$ cat config.mk
export PLATFORM = sky130hd
export DESIGN_NAME = ram_stream_reader
export DESIGN_NICKNAME = d
export VERILOG_FILES = /design/src/rtl/ram_stream_reader_pkg.sv /design/src/rtl/ram_stream_reader_stream_fifo.sv /design/src/rtl/ram_stream_reader.sv
export SDC_FILE = /design/constraint.sdc
export NUM_CORES = 1
export LEC_CHECK = 0
export BUFFER_PORTS_ARGS = -buffer_cell sky130_fd_sc_hd__buf_2
export CAP_MARGIN = 5
export CORE_ASPECT_RATIO = 0.5
export CORE_MARGIN = 2
export CORE_UTILIZATION = 55
export DETAILED_ROUTE_END_ITERATION = 12
export PLACE_DENSITY = 0.77
export SETUP_SLACK_MARGIN = 0.4
export SYNTH_ARGS = -nofsm -noshare
export SYNTH_HDL_FRONTEND = slang
export SYNTH_SLANG_ARGS = --single-unit
$ cat constraint.sdc
create_clock -name clk -period 2.79 [get_ports clk]
set_clock_uncertainty 0.1 [all_clocks]
set_input_delay 0.1395 -clock clk [delete_from_list [all_inputs] [get_ports clk]]
set_output_delay 0.1395 -clock clk [all_outputs]
set_load 0.02 [all_outputs]
$ cat src/rtl/ram_stream_reader_pkg.sv
// ram_stream_reader_pkg: shared FSM encoding and parameter defaults for the RAM stream reader
package ram_stream_reader_pkg;
  localparam int DEF_ADDR_WIDTH = 16;
  localparam int DEF_DATA_WIDTH = 32;
  localparam int DEF_FIFO_DEPTH = 4;
  typedef enum logic [1:0] {IDLE, RUN, DRAIN, DONE} state_t;
endpackage

$ cat src/rtl/ram_stream_reader_stream_fifo.sv
// stream_fifo: synchronous FIFO (DATA_WIDTH x DEPTH) with full/empty/count
// ports: clk, rst (async, high), wr_en/wr_data push, rd_en pop, rd_data oldest entry (0 when empty),
//        full, empty, count occupancy
module stream_fifo #(
  parameter int DATA_WIDTH = 32,
  parameter int DEPTH = 4
) (
  input  logic                        clk,
  input  logic                        rst,
  input  logic                        wr_en,
  input  logic [DATA_WIDTH-1:0]       wr_data,
  input  logic                        rd_en,
  output logic [DATA_WIDTH-1:0]       rd_data,
  output logic                        full,
  output logic                        empty,
  output logic [$clog2(DEPTH):0]      count
);
  localparam int AW = $clog2(DEPTH);
  logic [DATA_WIDTH-1:0] mem [DEPTH];
  logic [AW-1:0] wptr, rptr;
  logic do_rd, do_wr;
  assign full = count == (AW+1)'(DEPTH);
  assign empty = count == '0;
  assign do_rd = rd_en && !empty;
  // a pop in the same cycle frees the slot, so a full FIFO still accepts the write
  assign do_wr = wr_en && (!full || do_rd);
  assign rd_data = empty ? '0 : mem[rptr];
  always_ff @(posedge clk or posedge rst) begin
    if (rst) begin
      wptr <= '0;
      rptr <= '0;
      count <= '0;
    end else begin
      if (do_wr) wptr <= wptr + AW'(1);
      if (do_rd) rptr <= rptr + AW'(1);
      count <= count + (AW+1)'(do_wr) - (AW+1)'(do_rd);
    end
  end
  always_ff @(posedge clk) begin
    if (do_wr) mem[wptr] <= wr_data;
  end
endmodule

$ cat src/rtl/ram_stream_reader.sv
// ram_stream_reader: reads a burst of words from a 1-cycle-latency sync RAM into a ready/valid stream
// ports: clk, rst (async, high); start/baseAddr/length request a burst;
//        ramAddr/ramRead/ramWriteEn/ramDout talk to sync_ram; outData/outValid/outReady is the stream;
//        busy high outside IDLE; done one-cycle pulse at burst end
module ram_stream_reader
  import ram_stream_reader_pkg::*;
#(
  parameter int ADDR_WIDTH = DEF_ADDR_WIDTH,
  parameter int DATA_WIDTH = DEF_DATA_WIDTH,
  parameter int FIFO_DEPTH = DEF_FIFO_DEPTH
) (
  input  logic                  clk,
  input  logic                  rst,
  input  logic                  start,
  input  logic [ADDR_WIDTH-1:0] baseAddr,
  input  logic [ADDR_WIDTH-1:0] length,
  output logic [ADDR_WIDTH-1:0] ramAddr,
  output logic                  ramRead,
  output logic                  ramWriteEn,
  input  logic [DATA_WIDTH-1:0] ramDout,
  output logic [DATA_WIDTH-1:0] outData,
  output logic                  outValid,
  input  logic                  outReady,
  output logic                  busy,
  output logic                  done
);
  state_t state, state_n;
  logic [ADDR_WIDTH-1:0] addr, remaining;
  logic inflight;
  logic full, empty;
  logic [$clog2(FIFO_DEPTH):0] count;
  assign ramAddr = addr;
  assign ramWriteEn = 1'b0;
  // reserve a buffer slot for every read still in flight so returning data never overflows
  assign ramRead = state == RUN && !full && (int'(count) + int'(inflight) < FIFO_DEPTH);
  assign outValid = !empty;
  assign busy = state != IDLE;
  assign done = state == DONE;
  always_comb begin
    state_n = state;
    unique case (state)
      IDLE:    state_n = start ? (length == '0 ? DONE : RUN) : IDLE;
      RUN:     state_n = (ramRead && remaining == ADDR_WIDTH'(1)) ? DRAIN : RUN;
      DRAIN:   state_n = (empty && !inflight) ? DONE : DRAIN;
      default: state_n = IDLE;
    endcase
  end
  always_ff @(posedge clk or posedge rst) begin
    if (rst) begin
      state <= IDLE;
      addr <= '0;
      remaining <= '0;
      inflight <= 1'b0;
    end else begin
      state <= state_n;
      inflight <= ramRead;
      if (state == IDLE && start) begin
        addr <= baseAddr;
        remaining <= length;
      end else if (ramRead) begin
        addr <= addr + ADDR_WIDTH'(1);
        remaining <= remaining - ADDR_WIDTH'(1);
      end
    end
  end
  stream_fifo #(.DATA_WIDTH(DATA_WIDTH), .DEPTH(FIFO_DEPTH)) u_fifo (
    .clk(clk),
    .rst(rst),
    .wr_en(inflight),
    .wr_data(ramDout),
    .rd_en(outReady),
    .rd_data(outData),
    .full(full),
    .empty(empty),
    .count(count)
  );
endmodule

# Yosys cells after proc, flatten, opt, wreduce, memory -nomap -nowiden
# Memories as Yosys holds them, arrays and structs flattened.
# Cells that the tools add are included.
# W data, S select, Z words.
[totals]
reg_bits = 42
ramBits = 128
output_inout_bits = 53
elab_cells = 49
memories = 1
input_bits = 68
[memory_table]
columns = ["name", "words", "width", "read_ports", "rd_clocked_by_memory_dff", "write_ports", "line", "text"]
rows = [
  ["u_fifo.mem", 4, 32, 1, 0, 1, "ram_stream_reader_stream_fifo.sv:19", "logic [DATA_WIDTH-1:0] mem [DEPTH];"],
]
[classes]
add_sub_neg = 7
n_reduce_logical = 16
n_eq_ne = 5
magnitude_cmp = 1
mux = 12
[ops]
columns = ["operator", "n"]
rows = [
  ["$mux W16", 4],
  ["$mux W32", 1],
  ["$add A16 B1 Y16 const B", 1],
  ["$eq A16 B1 Y1 const B", 1],
  ["$logic_not A16 Y1", 1],
  ["$sub A16 B1 Y16 const B", 1],
  ["$logic_and A1 B1 Y1", 7],
  ["$mux W2", 3],
  ["$pmux W2 S3", 1],
  ["$add A2 B1 Y2 const B", 2],
  ["$add A3 B1 Y4", 1],
  ["$eq A2 B2 Y1 const B", 2],
  ["$lt A4 B3 Y1 const B", 1],
  ["$reduce_bool A2 Y1", 2],
  ["$add A3 B1 Y3", 1],
  ["$eq A3 B3 Y1 const B", 1],
  ["$logic_not A1 Y1", 3],
  ["$logic_not A3 Y1", 1],
  ["$mux W1", 3],
  ["$sub A3 B1 Y3", 1],
  ["$eq A2 B1 Y1 const B", 1],
  ["$logic_not A2 Y1", 1],
  ["$logic_or A1 B1 Y1", 1],
]

# Depth between registers and ports, before layout
[logic_depth]
word_depth = 7
ltp_mapped = 9
mapped_depth_nobuf = 8

# Hierarchy
# Synthesis repeated with hierarchy kept, for this count alone.
[unflattened]
hier_cells = 481
area_unflattened_um2 = 7422.1
[modules_own_cells]
columns = ["module", "area_per_inst_um2", "cells_per_inst", "instances"]
rows = [
  ["stream_fifo", 5310.1, 242, 1],
  ["ram_stream_reader", 2112.0, 239, 1],
]

# Worst setup path after synthesis
# Ideal clock, no wire load.
[synth_timing]
kind = "register to register"
start = "register u_fifo.count[1]"
end = "register u_fifo.count[2]"
period_less_slack_ps = 2326
setup_slack_ps = 464
n_path_buf = 1
arrival_ps = 2104
t_required_ps = 2568
stages_incl_launch_ff = 10
setup_time_ps = 122
path_cell_list = "dfrtp_1 -> or3_1 -> clkbuf_1 -> and2_1 -> ha_1 -> inv_1 -> ha_1 -> inv_1 -> fa_1 -> xor2_1"
[synth_via]
elab_chain_len = 7
[synth_rtl]
columns = ["item", "line", "text"]
rows = [
  ["from (decl)", "ram_stream_reader_stream_fifo.sv:16", "output logic [$clog2(DEPTH):0] count"],
  ["from (signal assigned)", "ram_stream_reader_stream_fifo.sv:36", "count <= count + (AW+1)'(do_wr) - (AW+1)'(do_rd);"],
  ["$logic_not A3 Y1", "ram_stream_reader_stream_fifo.sv:23", "assign empty = count == '0;"],
  ["$logic_not A1 Y1", "ram_stream_reader_stream_fifo.sv:24", "assign do_rd = rd_en && !empty;"],
  ["$logic_and A1 B1 Y1", "ram_stream_reader_stream_fifo.sv:24", ""],
  ["$logic_or A1 B1 Y1", "ram_stream_reader_stream_fifo.sv:26", "assign do_wr = wr_en && (!full || do_rd);"],
  ["$logic_and A1 B1 Y1", "ram_stream_reader_stream_fifo.sv:26", ""],
  ["$add A3 B1 Y3", "ram_stream_reader_stream_fifo.sv:36", ""],
  ["$sub A3 B1 Y3 (*)", "ram_stream_reader_stream_fifo.sv:36", ""],
]
# Mark *: on every way between the ends. The rest lies on a longest branch, timed or not.
# A chain may end at the register's enable or synchronous reset.

# Worst setup path in the final report
[layout_timing]
start = "register u_fifo.count[0]"
end = "register u_fifo.count[1]"
# The elaborated chain is that of the path after synthesis.

==> results_dict.tcl <==
set metrics [dict create \
    outcome "finished clean" \
    synthTopCellsByCount "edfxtp_1 (128), dfrtp_1 (42), and2_1 (40), mux4_2 (32), nand2_1 (30)" \
    vias 4774 \
    yosysMostFrequentCell "edfxtp_1" \
    clock-sinks 170 \
    syn_area_um2 7222 \
    syn-num-nets 541 \
    rows 29 \
    total_power_mw 9.827 \
    fin_ws_ns 0.4610 \
    internal_power_mw 6.301 \
    cp.arrival_ns 2.55 \
    fin_util 0.7332 \
    slowest_stage "fa_2" \
    slew_headroom 0.4331 \
    routed_via_density 5.690 \
    fmax_ghz 0.4294 \
    wl_um 15410 \
    start_kind "flop" \
    initial_core_util 0.5670 \
    p_sw_mw 3.527 \
    die_h_um 85.03 \
    finalHoldViolations 0 \
    io_pins 121 \
    post_drt_wl_per_cell_um 18.36 \
    cts_root_buf "clkbuf_16" \
    gp_congestion 0.8581 \
    synth_top_cell_area_share 0.5322 \
    timing.critical_path.mode_cell "inv_1" \
    antennaDiodeCount 0 \
    cts_buffers 17 \
    power.share.sequential 0.395 \
    place_ws_ns 0.4082 \
    cap_violations 0 \
    hold_path.class "primary input to async pin" \
    yosysSeqAreaShare 0.6778 \
    critical_path_class "flop to flop" \
    drc 0 \
    ys.flop_type "edfxtp_1" \
    grt_first_pass_wirelength_um 24790 \
    synth.area.top_cells "edfxtp_1 (53%), dfrtp_1 (15%), mux4_2 (10%), and2_1 (3.5%), ha_1 (1.7%)" \
    synth-seq-cells 170 \
    clk_pin_slew_worst_paths_ns 0.07 \
    die_area_um2 14120 \
    core_area_um2 12740 \
    syn_inst 462 \
    max_slew.worst_pin.slew_ns 0.8495 \
    antenna_found_initial 0 \
    synth_top_cell_by_area "edfxtp_1" \
    fin_crit_sh 0.8348 \
    grt_pass1_vias 4942 \
    fin_nets 735 \
    syn2layout_area_growth_pct 29.30 \
    drtIter0Drc 260 \
    finalInstanceArea_um2 9338 \
    die_width_um 166.1 \
    finalSetupViolations 0 \
    rsz0062_at_grt "false" \
    layout-drive-gt1-share 0.3169 \
    cts_max_level 4 \
    slowest_delay_ns 0.52 \
    power_frac_comb 0.365 \
    p_leak_nw 3.512 \
    dp_cells 738 \
    slew_violations 0 \
    grt_max_degree 35 \
    track_usage 0.2306 \
    grt-ovfl-total 0 \
    fin_setup_tns_ns 0 \
    power.share.clock 0.241 \
    netSwitchingFraction 0.3589 \
    insertion_delay_ns 0.43 \
    crit_fanout 5 \
    hold_slack_ns 0.3336 \
    cp-end-kind "flop" \
    crit_required_ns 3.01 \
    drt_first_pass_iters 5 \
    clockBufferDepth 2 \
    drtAntennaViolNets 0 \
    fin_cells 839 \
    yosys_warnings 0 \
    p_per_area_nw_per_um2 1052 \
    synth.distinct_cells 52 \
    ir_worst_vdd_uv 582.2 \
    dpl_cell_area_um2 8026 \
    syn-mean-instance-area_um2 15.63 \
    dp.final_hpwl_um 8985 \
    async_reset_ff_frac 0.2471 \
    portBuffers 119 \
    cts_tree "yes" \
    synth-edff-count 128 \
    layout_min_cycle_time_ns 2.329 \
    worstPathCellList "or3_4 > and2_4 > ha_1 > inv_2 > ha_2 > inv_1 > fa_2 > inv_1" \
]
-- state kept, by name, summed over array words and instances (netlist names) --
| signal | count |
|---|---|
| u_fifo.wptr | 2 |
| u_fifo.mem | 128 |
| state | 2 |
| inflight | 1 |
| ramAddr | 16 |
| u_fifo.rptr | 2 |
| remaining | 16 |
| u_fifo.count | 3 |
-- path summary, 6_finish.rpt --
kind / endpoint / depth (start not counted) / slack, ns / startpoint
min reg2reg: u_fifo.rptr[0] / 1 / 0.41 / u_fifo.rptr[0]
max in group asynchronous: remaining[9] / 4 / 1.58 / rst
max: u_fifo.count[1] / 8 / 0.46 / u_fifo.count[0]
min in group clk: ramAddr[2] / 4 / 0.36 / baseAddr[2]
max reg2reg: u_fifo.count[1] / 8 / 0.46 / u_fifo.count[0]
min: remaining[3] / 3 / 0.33 / rst
-- metal layers --
| layer | vias to the layer above | GRT usage | wire [µm] |
|---|---|---|---|
| met4 | 0 | 0.09802 | 256 |
| li1 | 2189 | - | - |
| met5 | - | 0 | 0 |
| met3 | 24 | 0.06157 | 1175 |
| met2 | 224 | 0.3934 | 7632 |
| met1 | 2337 | 0.2848 | 6342 |
-- critical path, delay by kind of cell, from the launching register on --
| kind | cells | cell delay, ns |
|---|---|---|
| buf+inv | 3 | 0.16 |
| flops | 1 | 0.43 |
| fa+ha+maj | 3 | 0.98 |
| simple gates | 2 | 0.57 |
-- kinds of logic after synthesis --
group	count (synthesis)	share of synthesized area
muxes	32	0.09979
DFF	170	0.6778
adders and majority gates	11	0.02010
and+or+nand+nor	137	0.1050
AOI/OAI and AO/OA	62	0.05960
other	1	0.0005193
xor gates and xnor gates	15	0.01819
buffers and inverters	34	0.01906
-- area by class of cell --
| cell class | instances | area (µm²) |
|---|---|---|
| Multi-Input combinational cell | 258 | 2215 |
| Fill cell | 785 | 3398 |
| Sequential cell | 170 | 4898 |
| Timing Repair Buffer | 197 | 1361 |
| Tap cell | 170 | 212.7 |
| Clock buffer | 17 | 425.4 |
| Inverter | 12 | 47.55 |
| Clock inverter | 15 | 177.7 |
-- power groups by stage --
stage	registers [mW]	clock network, mW	logic, mW
2_1_floorplan	3.84	0	2.45
3_3_place_gp	3.87	0	3.40
3_5_place_dp	3.91	0	3.47
4_1_cts	3.87	2.39	3.57
5_1_grt	3.95	2.51	3.91
6_report	3.88	2.37	3.58
-- cell usage in the layout (no fill, tap or decap), types with 3 or more instances in the layout --
| cell | count |
|---|---|
| o311ai_0 | 9 |
| dfrtp_2 | 3 |
| clkbuf_16 | 17 |
| edfxtp_1 | 128 |
| nor2_1 | 20 |
| buf_2 | 119 |
| inv_8 | 6 |
| nor3_1 | 3 |
| xor2_1 | 9 |
| dfrtp_1 | 39 |
| clkinv_4 | 3 |
| nand3_1 | 11 |
| inv_1 | 10 |
| a31oi_1 | 5 |
| buf_4 | 10 |
| nand4_1 | 6 |
| and3_1 | 3 |
| a21oi_1 | 12 |
| mux4_2 | 32 |
| and2_1 | 35 |
| nor4_1 | 6 |
| a221o_1 | 4 |
| xnor2_1 | 6 |
| ha_1 | 9 |
| dlygate4sd3_1 | 67 |
| nand2_1 | 30 |
| o21ai_0 | 16 |
| and2_2 | 4 |
| o211ai_1 | 4 |
-- what timing repair did --
action,CTS,global route
buffers inserted,0,2
endpoints found under the setup margin,1,5
resized for setup,1,8
hold buffers,67,0
endpoints found under the hold margin,184,0
Power figures use the tool's default switching activity.
